## config.mk

```make
export PLATFORM = sky130hd
export DESIGN_NAME = instruction_fetch_unit
export DESIGN_NICKNAME = d
export VERILOG_FILES = /design/src/rtl/instruction_fetch_unit.sv
export SDC_FILE = /design/constraint.sdc
export NUM_CORES = 1
export LEC_CHECK = 0
export BUFFER_PORTS_ARGS = -buffer_cell sky130_fd_sc_hd__buf_2
export CAP_MARGIN = 25
export CORE_UTILIZATION = 30
export CTS_CLUSTER_SIZE = 12
export DETAILED_ROUTE_END_ITERATION = 10
export GPL_ROUTABILITY_DRIVEN = 0
export SYNTH_ARGS = -nofsm -noshare
export SYNTH_HDL_FRONTEND = slang
export SYNTH_SLANG_ARGS = --single-unit
export TNS_END_PERCENT = 5
```

## constraint.sdc

```tcl
create_clock -name clk -period 5.52 [get_ports clk]
set_input_delay 0.276 -clock clk [delete_from_list [all_inputs] [get_ports clk]]
set_output_delay 0.276 -clock clk [all_outputs]
set_load 0.1 [all_outputs]
```

## src/rtl/instruction_fetch_unit.sv

```systemverilog
`default_nettype none
// ============================================================================
// Module      : instruction_fetch_unit
// Description : Instruction fetch unit. Issues one word-aligned read at a time
//               to instruction memory. Returned words go into a small prefetch
//               buffer. The head of that buffer is presented to the core.
//               A redirect flushes the buffer. If a read is still outstanding
//               when the redirect arrives, the unit waits for that read to
//               complete and drops its data.
//               Optional feature macro: FETCH_BYPASS_EN. When it is defined
//               and the buffer is empty, the unit forwards the ack data
//               straight to the core in the ack cycle.
// Revision    : 1.0 - initial release
// ============================================================================
module instruction_fetch_unit #(
  parameter logic [31:0] RESET_PC = 32'h0000_0000,
  parameter int          DEPTH    = 2
) (
  input  logic        clk,
  input  logic        rst,
  output logic        imem_req,
  output logic [31:0] imem_addr,
  input  logic        imem_ack,
  input  logic [31:0] imem_rdata,
  output logic        instr_valid,
  input  logic        instr_ready,
  output logic [31:0] instruction,
  output logic [31:0] pc,
  output logic [31:0] pcNext,
  input  logic        redirect,
  input  logic [31:0] redirect_pc
);

  localparam int               PTR_W   = $clog2(DEPTH);
  localparam int               CNT_W   = PTR_W + 1;
  localparam logic [CNT_W-1:0] C_DEPTH = CNT_W'(DEPTH);
  localparam logic [PTR_W-1:0] C_PTR_1 = PTR_W'(1);
  localparam logic [CNT_W-1:0] C_CNT_1 = CNT_W'(1);

  typedef enum logic [1:0] {
    FETCH    = 2'd0,
    WAIT_ACK = 2'd1,
    DISCARD  = 2'd2
  } state_t;

  state_t           r_state;
  logic [31:0]      r_fetch_pc;
  logic [31:0]      r_req_addr;
  logic [31:0]      r_instr_mem [DEPTH];
  logic [31:0]      r_pc_mem    [DEPTH];
  logic [PTR_W-1:0] r_rd_ptr;
  logic [PTR_W-1:0] r_wr_ptr;
  logic [CNT_W-1:0] r_count;

  logic w_room;
  logic w_buf_valid;
  logic w_ack_live;
  logic w_bypass;
  logic w_push;
  logic w_pop;
  logic w_unused_ok;

  // The low two bits of a redirect target are ignored because fetches are word-aligned.
  assign w_unused_ok = &{1'b0, redirect_pc[1:0]};

  // Only one read is outstanding at a time. A request is issued only from
  // FETCH, and only when count < DEPTH. That reserves the slot before the
  // push, so a push can never overflow the buffer.
  assign w_room      = (r_count < C_DEPTH);
  assign w_buf_valid = (r_count != '0);
  assign w_ack_live  = (r_state == WAIT_ACK) && imem_ack && !redirect;

`ifdef FETCH_BYPASS_EN
  assign w_bypass = w_ack_live && !w_buf_valid;
`else
  assign w_bypass = 1'b0;
`endif

  // A word that bypasses the buffer and is consumed in the same cycle is never stored.
  assign w_push = w_ack_live && !(w_bypass && instr_ready);
  // Redirect takes priority over a pop in the same cycle.
  assign w_pop  = w_buf_valid && instr_ready && !redirect;

  // The request is a decode of the state. It is gated by rst, so it drops
  // asynchronously when rst is asserted in the middle of a request.
  assign imem_req    = !rst && ((r_state != FETCH) || w_room);
  assign imem_addr   = (r_state == FETCH) ? r_fetch_pc : r_req_addr;

  assign instr_valid = w_buf_valid || w_bypass;
  assign instruction = w_bypass ? imem_rdata : r_instr_mem[r_rd_ptr];
  assign pc          = w_bypass ? r_req_addr : r_pc_mem[r_rd_ptr];
  assign pcNext      = pc + 32'd4;

  // Fetch sequencing: issue, wait for the ack, and track redirects (including stale reads).
  always_ff @(posedge clk or posedge rst) begin
    if (rst) begin
      r_state    <= FETCH;
      r_fetch_pc <= RESET_PC;
      r_req_addr <= RESET_PC;
    end else begin
      case (r_state)
        FETCH: begin
          if (w_room) begin
            r_req_addr <= r_fetch_pc;
            // A redirect in the issue cycle makes this request stale right away.
            r_state    <= redirect ? DISCARD : WAIT_ACK;
          end
        end
        WAIT_ACK: begin
          if (imem_ack) begin
            r_state <= FETCH;
            if (!redirect) begin
              r_fetch_pc <= r_fetch_pc + 32'd4;
            end
          end else if (redirect) begin
            r_state <= DISCARD;
          end
        end
        DISCARD: begin
          if (imem_ack) begin
            r_state <= FETCH;
          end
        end
        default: r_state <= FETCH;
      endcase
      // A redirect target overrides any sequential increment.
      if (redirect) begin
        r_fetch_pc <= {redirect_pc[31:2], 2'b00};
      end
    end
  end

  // Prefetch buffer: a circular FIFO of {instruction, pc}. A redirect flushes it.
  always_ff @(posedge clk or posedge rst) begin
    if (rst) begin
      r_rd_ptr <= '0;
      r_wr_ptr <= '0;
      r_count  <= '0;
      for (int i = 0; i < DEPTH; i++) begin
        r_instr_mem[i] <= 32'h0000_0000;
        r_pc_mem[i]    <= RESET_PC;
      end
    end else if (redirect) begin
      r_rd_ptr <= '0;
      r_wr_ptr <= '0;
      r_count  <= '0;
    end else begin
      if (w_push) begin
        r_instr_mem[r_wr_ptr] <= imem_rdata;
        r_pc_mem[r_wr_ptr]    <= r_req_addr;
        r_wr_ptr              <= r_wr_ptr + C_PTR_1;
      end
      if (w_pop) begin
        r_rd_ptr <= r_rd_ptr + C_PTR_1;
      end
      case ({w_push, w_pop})
        2'b10:   r_count <= r_count + C_CNT_1;
        2'b01:   r_count <= r_count - C_CNT_1;
        default: r_count <= r_count;
      endcase
    end
  end

endmodule
`default_nettype wire

```

-- After elaboration in Yosys (flattened, before gate mapping)
Index checks and enable logic that the tools add are counted.
- magnitude comparators: 4
- reduce and logical (&&, ||, !) cells: 21
- bitwise logic cells: 3
- add/sub/neg operators: 6
- equality and inequality tests: 7
- muxes and demuxes: 26
- operators by type and width (cell ; number):
    $mux 32 ; 11
    $bwmux 64 ; 2
    $add 32x3->32 const B ; 2
    $demux 32 s1 ; 1
    $mux 2 ; 6
    $reduce_bool 2->1 ; 6
    $logic_and 1x1->1 ; 6
    $pmux 2 s3 ; 1
    $reduce_and 2->1 ; 3
    $eq 2x1->1 const B ; 2
    $eq 2x2->1 const B ; 2
    $ge 2x2->1 const B ; 2
    $mux 1 ; 4
    $ne 2x2->1 const B ; 2
    $not 1->2 ; 2
    $pmux 2 s2 ; 1
    $ne 3x3->1 const B ; 1
    $reduce_and 3->1 ; 1
    $reduce_bool 3->1 ; 1
    $add 1x1->1 const B ; 2
    $add 2x1->2 const B ; 1
    $logic_not 1->1 ; 2
    $logic_not 2->1 ; 1
    $lt 2x1->1 const B ; 1
    other kinds (4) ; 4
- bits of input ports: 69
- word-level logic and storage cells: 77
- flip-flop bits (word level): 198

-- Logic depth before layout (Yosys ltp)
Gate-level depths: netlist of the first run.
- word-level depth: 6
- gate-level depth with buffers: 14
- depth with buffers taken out: 7

-- Least setup slack after synthesis of the first run
OpenSTA, ideal clock, no wires.
- path type: register to output
- start point: reg r_rd_ptr
- end point: out pcNext[30]
- path slack: -1.730 ns
- arrival time: 6.974 ns
- stages on the path, launching flop included: 15
- data required time: 5.244 ns
- path buffers: 7
- path through: dfrtp_1 buf_6 buf_2 buf_2 buf_2 buf_2 buf_2 mux2i_1 inv_1 ha_1 o21ai_1 or2_2 clkbuf_1 nor3_1 xnor2_1
- word-level cells in the longest chain between the ends: 5
- RTL lines (element ; line ; RTL):
    from (decl) ; 51 ; logic [PTR_W-1:0] r_rd_ptr;
    from (signal assigned) ; 154 ; r_rd_ptr <= r_rd_ptr + C_PTR_1;
    $not 1->2 (not written as such) ; 91 ; assign pc = w_bypass ? r_req_addr : r_pc_mem[r_rd_ptr];
    $mux 32 (not written as such) (3 in series) ; 91 ;
    via pc[2] ; 28 ; output logic [31:0] pc,
    $add 32x3->32 ; 92 ; assign pcNext = pc + 32'd4;
    to (decl) ; 29 ; output logic [31:0] pcNext,
The timed path passes the listed nets, and every way through them passes these cells. The select of a mux whose other input is x is not followed.

-- Worst setup path in the final report of the first run
- start point: reg r_rd_ptr
- end point: out pcNext[30]
- word-level cells in the longest chain between the ends: 5
- RTL lines (element ; line):
    $not 1->2 (not written as such) ; 91
    $mux 32 (not written as such) (3 in series) ; 91
    $add 32x3->32 ; 92
Every way passes these cells. The select of a mux whose other input is x is not followed.

==> out/qor.csv, run 1 <==
metric,value,unit
grt_setup_unrepaired,false,
hold-worst-slack,-40.5,ps
hp-class,input port to async pin,
tritoncts,yes,
core-area,0.0315,mm2
netlist_area,0.00957,mm2
crit_fanout,67,
timing.final.crit_share,0.767,
n_antenna_cell,0,
crit-reg2reg-launch,r_state[1]$_DFFE_PP0P_,
slew_violations,0,
grt_max_degree,127,
yosysSeqAreaShare,0.497,
synthFlopType,dfrtp_1,
crit_path_end,pcNext[30],
num_io_pins,199,
synth-seq-cells,190,
cts_buffer_depth,2,
relSlewSlack,0.362,
drt_wl_total,23.9,mm
clk_latency,440,ps
avgSynthCellArea,12.3,um2
placed_cells,1337,
antenna_found_initial,0,
final_cells,1370,
period_minus_slack,4230,ps
hold_violations,9,
skew,20.6,ps
ctsResizeCount,0,
initial_core_util,0.304,
synth_edf_count,0,
drtIter0Drc,345,
portBuffers,190,
drv_cap,0,
nets,1026,
drive_gt1_frac,0.505,
grt_pass1_wl,37.2,mm
drt_pass1_iterations,4,
syn_to_final_growth,20.3,%
wl_per_cell,17.4,um
startpoint_type,flop,
grt_overflow,0,
max_stage_delay,1000,ps
htree_levels,4,
netlist_instances,780,
cp.required,5240,ps
tightest_slew,958,ps
fin_ws,1290,ps
cp_data_arrival_time,3960,ps
ys_types,47,
dpl.hpwl,16.8,mm
grt_pass1_vias,6470,
setup_violations,0,
fp-row-count,65,
worstSetupPathType,flop to primary output,
dieArea,0.0326,mm2
status,"finished, violations left",
die_x,181,um
clock.fmax,236,MHz
timing.rr.end,r_pc_mem[16]$_DFFE_PP0P_,
clockRootBuffer,clkbuf_16,
dr_total_vias,6511,
place_ws,1740,ps
synth_warnings,0,
cts_hold_buf,0,
cts_setup_buffers,0,
path_cells,mux2i_1 > a2111oi_4 > or3b_1 > nor3_1 > xnor2_2 > buf_2,
track_usage,0.149,
critPathCaptureType,primary output,
violations,negative hold slack,
die_h,181,um
clk_pin_slew,90,ps
drc,0,
ant_nets,0,
vias_per_cell,4.75,
async_flop_share,1.00,
cts.sinks,190,
reg2reg_slack,2530,ps
crit_start,r_rd_ptr$_DFFE_PP0P_,
cp_slowest_cell,dfrtp_4,
rr_worst_depth,5,
cts_buffers,17,
==> sequential cells by signal (all words and copies together), names as in the netlist <==
signal and cells:
r_rd_ptr 1, r_wr_ptr 1, r_count 2, r_instr_mem 64, r_fetch_pc 30, r_state 2, r_pc_mem 60, r_req_addr 30
==> final cells by class <==
type / instances / area (um2)
inverter: 16 / 67.6
fill: 3079 / 20000
sequential: 190 / 4760
timing repair buffer: 198 / 1010
clock buffer: 17 / 425
multi-input combinational: 532 / 4610
clock inverter: 15 / 141
tap: 402 / 503
==> cells in the mapped netlist (3+ instances only) <==
cell | instances | area, um2
inv_1 | 16 | 60.1
o21ai_0 | 31 | 155
nand4_1 | 18 | 113
mux2_2 | 235 | 2650
buf_4 | 6 | 45.0
xor2_1 | 37 | 324
nor3_1 | 11 | 55.1
and4_1 | 4 | 35.0
clkbuf_1 | 24 | 90.1
nand3b_1 | 3 | 22.5
nor2_1 | 21 | 78.8
mux2i_1 | 11 | 110
buf_2 | 14 | 70.1
dfrtp_1 | 190 | 4750
nor2b_1 | 3 | 18.8
xnor2_1 | 23 | 201
nand2_1 | 60 | 225
o21ai_1 | 5 | 25.0
nand4b_1 | 3 | 26.3
a21oi_1 | 5 | 25.0
nor4_1 | 4 | 25.0
nand3_1 | 20 | 100
and3_1 | 4 | 25.0
==> through the flow <==
step | cell area, um2 | TNS [ps] | util
final | 11500 | 0 | 0.366
after global routing | 11500 | 0 | 0.366
after CTS | 11500 | 0 | 0.366
after detailed placement | 10900 | 0 | 0.348
after global placement | 10900 | 0 | 0.348
after floorplan | 9640 | -1910 | -
==> layout by cell type (no fill, tap or decap), types with 3 or more instances in the layout <==
master     count
nor3_1         9
dfrtp_1      189
inv_1         15
o21ai_1        5
nor2_1        20
conb_1         6
xor2_1        32
mux2i_1       10
nand4_1       18
inv_8          6
xnor2_1       22
mux2_2       235
nand3_1       20
nand3b_1       3
nor3_2         4
nand2_1       59
nand4b_1       3
clkbuf_16     17
buf_4          7
nor4_1         4
and4_1         4
o21ai_0       31
a21oi_1        5
inv_6          6
buf_2        190
nor2b_1        3
xor2_2         5
and3_1         4
==> metal layers <==
layer | vias up | global-route usage | wire length, um | share of wire
met3 | 14 | 0.0293 | 706 | 0.030
met4 | 0 | 0.0438 | 273 | 0.011
li1 | 3110 | - | - | -
met1 | 3260 | 0.207 | 11700 | 0.49
met2 | 127 | 0.235 | 11200 | 0.47
met5 | - | 0 | 0 | 0
==> critical path: cells and delay by family, from the launching register on <==
kind | cells | cell delay (ps)
AOI/OAI and AO/OA | 1 | 510
xor gates and xnor gates | 1 | 140
buffers and inverters | 1 | 430
DFF | 1 | 1000
muxes | 1 | 300
and+or+nand+nor | 2 | 1050
==> worst min-delay path by stage <==
stage / from / endpoint / slack [ps] / cells past startpoint
after global placement: r_instr_mem[3]$_DFFE_PP0P_ / r_instr_mem[3]$_DFFE_PP0P_ / 480 / 1
final: rst / r_count[1]$_DFFE_PP0P_ / -40 / 2
after detailed placement: redirect_pc[9] / r_fetch_pc[9]$_DFFE_PP0P_ / 490 / 3
after CTS: redirect_pc[9] / r_fetch_pc[9]$_DFFE_PP0P_ / 10 / 3
after floorplan: imem_ack / r_state[0]$_DFFE_PP0P_ / 390 / 1
after global routing: redirect_pc[2] / r_fetch_pc[2]$_DFFE_PP0P_ / 30 / 3
==> logic make-up (layout without fill, tap and decap cells) <==
kind of cell / Yosys count / in the layout / synth area share
multiplexers: 246 / 246 / 0.288
buffers and inverters: 63 / 246 / 0.0305
AO/OA/AOI/OAI: 51 / 51 / 0.0316
XOR/XNOR: 60 / 60 / 0.0549
AND/OR/NAND/NOR: 167 / 167 / 0.0953
flip-flops: 190 / 190 / 0.497
adder cells (fa/ha/maj): 2 / 2 / 0.00261
other: 1 / 6 / 0.000392
Power of run 1 is not shown: default switching activity piles up to over one toggle a cycle in this logic, so the estimate is an artifact.
==> run 2: changes to the inputs <==
--- a/config.mk
+++ b/config.mk
@@ -5,6 +5,7 @@
 export SDC_FILE = /design/constraint.sdc
 export NUM_CORES = 1
 export LEC_CHECK = 0
+export ABC_AREA = 1
 export BUFFER_PORTS_ARGS = -buffer_cell sky130_fd_sc_hd__buf_2
 export CAP_MARGIN = 25
 export CORE_UTILIZATION = 30
==> constraint.sdc (replaced) <==
create_clock -name clk -period 4.2 [get_ports clk]
set_input_delay 0.21 -clock clk [delete_from_list [all_inputs] [get_ports clk]]
set_output_delay 0.21 -clock clk [all_outputs]
set_load 0.1 [all_outputs]
==> out/qor.csv, run 2 <==
metric,value,unit,change
core-area,0.0348,mm2,was 0.0315 mm2
grt_overflow,0,,unchanged
clk_pin_slew,80,ps,was 90 ps
period_minus_slack,3350,ps,
drv_cap,0,,unchanged
cp_slowest_cell,buf_4,,was dfrtp_4
dpl-instance-area,0.0119,mm2,was 0.0109 mm2
vias_per_cell,4.70,,was 4.75
syn_to_final_growth,17.5,%,was 20.3%
portBuffers,190,,unchanged
timing.final.crit_share,0.798,,
startpoint_type,flop,,unchanged
hold_violations,0,,was 9
fin_area,0.0125,mm2,was 0.0115 mm2
netlist_instances,1531,,was 780
status,completed,,"was finished, violations left"
top_regs,"r_instr_mem (64), r_pc_mem (60)",,unchanged
grt_pass1_wl,49.8,mm,was 37.2 mm
yosysSeqAreaShare,0.446,,was 0.497
synth.top_cell.area_share,0.446,,was 0.497
tritoncts,yes,,unchanged
synth_edf_count,0,,unchanged
skew,10.9,ps,was 20.6 ps
dpl.hpwl,22.2,mm,was 16.8 mm
relSlewSlack,0.287,,was 0.362
dieArea,0.0363,mm2,was 0.0326 mm2
cts_buffers,17,,unchanged
cp_top_family,buffers and inverters,,was simple AND/OR/NAND/NOR gates
drc,0,,unchanged
synth_most_common_cell,nand2_1,,was mux2_2
synthFlopType,dfrtp_1,,unchanged
path_buf_inv,2,,was 1
yosys-top-cells-count,"600 x nand2_1, 198 x o21ai_0, 190 x dfrtp_1",,"was 235 x mux2_2, 190 x dfrtp_1, 60 x nand2_1"
avgSynthCellArea,6.97,um2,was 12.3 um2
hold-worst-slack,25.3,ps,was -40.5 ps
postLayoutCoreUtil,0.360,,was 0.366
setup_violations,0,,unchanged
die_h,191,um,was 181 um
grt_max_degree,191,,was 127
critPathCaptureType,primary output,,unchanged
die_x,191,um,was 181 um
path_cells,buf_4 > nand2_1 > nand2_2 > ha_1 > nand3_2 > nor2_1 > nand2_1 > xor2_1 > buf_2,,was mux2i_1 > a2111oi_4 > or3b_1 > nor3_1 > xnor2_2 > buf_2
initial_core_util,0.307,,was 0.304
clock.fmax,299,MHz,
wl_per_cell,14.4,um,was 17.4 um
cpMostUsedCell,nand2_1,,
n_antenna_cell,0,,unchanged
nets,1759,,was 1026
netlist_area,0.0107,mm2,was 0.00957 mm2
regMostFlops,r_instr_mem,,unchanged
grt_setup_unrepaired,false,,unchanged
dr_total_vias,10100,,was 6511
cts_setup_buffers,0,,unchanged
cts.sinks,190,,unchanged
crit_fanout,39,,was 67
placed_cells,2122,,was 1337
async_flop_share,1.00,,unchanged
largest_reg_flops,64,,unchanged
drtIter0Drc,634,,was 345
drive_gt1_frac,0.185,,was 0.505
max_stage_delay,460,ps,was 1000 ps
grt_pass1_vias,9290,,was 6470
num_io_pins,199,,unchanged
synthTopCellsByArea,"dfrtp_1 45%, nand2_1 21%, o21ai_0 9.3%",,"was dfrtp_1 50%, mux2_2 28%, xor2_1 3.4%"
track_usage,0.176,,was 0.149
final_cells,2156,,was 1370
antenna_found_initial,0,,unchanged
layout_commonest_cell,nand2_1,,was mux2_2
cp_data_arrival_time,3140,ps,was 3960 ps
synth-seq-cells,190,,unchanged
htree_levels,4,,unchanged
hp-class,input port to async pin,,unchanged
fillers,3738,,was 3079
fp-row-count,68,,was 65
cp.required,3990,ps,was 5240 ps
clk_latency,440,ps,about the same
worstSetupPathType,flop to primary output,,unchanged
slew_violations,0,,unchanged
drt_pass1_iterations,7,,was 4
cts_buffer_depth,2,,unchanged
ys_types,39,,was 47
tightest_slew,1070,ps,was 958 ps
ant_nets,0,,unchanged
synth_warnings,0,,unchanged
clockRootBuffer,clkbuf_16,,unchanged
yosys.area.top_type,dfrtp_1,,unchanged
layout_common_cells,"600 x nand2_1, 198 x o21ai_0, 190 x buf_2",,"was 235 x mux2_2, 190 x buf_2, 189 x dfrtp_1"
drt_wl_total,31.1,mm,was 23.9 mm
## run 2: kinds of logic after synthesis
| group | after synthesis | share of synthesized area |
|---|---|---|
| AND/OR/NAND/NOR | 837 | 0.324 |
| flip-flops | 190 | 0.446 |
| other | 1 | 0.000352 |
| XOR/XNOR | 16 | 0.0131 |
| AO/OA/AOI/OAI | 242 | 0.117 |
| adder cells (fa/ha/maj) | 2 | 0.00235 |
| buffers and inverters | 243 | 0.0965 |
## run 2: path summary, 6_finish.rpt
path | from | cells after the start | end | slack (ps)
setup reg to reg | r_state[1]$_DFFE_PP0P_ | 9 | r_instr_mem[13]$_DFFE_PP0P_ | 1600
hold reg to reg | r_pc_mem[41]$_DFFE_PP0P_ | 2 | r_pc_mem[41]$_DFFE_PP0P_ | 480
max in group asynchronous | rst | 3 | r_rd_ptr$_DFFE_PP0P_ | 3330
hold / removal | rst | 3 | r_fetch_pc[15]$_DFFE_PP0P_ | 30
min in group clk | imem_rdata[22] | 3 | r_instr_mem[54]$_DFFE_PP0P_ | 30
setup / recovery | r_rd_ptr$_DFFE_PP0P_ | 9 | pcNext[16] | 850
## run 2: area by class of cell
| class | instances | area [um2] | share of cell area |
|---|---|---|---|
| multi-input cells | 1103 | 4920 | 0.392 |
| well taps | 455 | 569 | 0.0454 |
| inverters | 172 | 649 | 0.0518 |
| clock buffers | 18 | 429 | 0.0342 |
| clock inverters | 14 | 139 | 0.0111 |
| flip-flops and latches | 190 | 4760 | 0.379 |
| repair buffers | 204 | 1070 | 0.0856 |
## run 2: metal layers
metal / GRT usage / share of wire / vias up
met1: 0.263 / 0.50 / 4763
met4: 0.0474 / 0.015 / 0
met3: 0.0291 / 0.056 / 29
li1: - / - / 5036
met5: 0 / 0 / -
met2: 0.259 / 0.43 / 307
## run 2: stage by stage
stage | worst slack, ps | setup TNS (ps)
detailed placement | 1290 | 0
finish | 850 | 0
global route | 592 | 0
CTS | 799 | 0
floorplan | -541 | -2590
global placement | 1320 | 0
## run 2: repair_timing
action	4_1_cts	5_1_grt
gates resized for setup	0	0
endpoints found under the hold margin	2	0
hold buffers	2	0
## run 2: tightest hold or removal path, delay by kind of cell
family | cells | cell delay (ps)
buf+inv | 3 | 820
Power of run 2 is left out for the same reason.
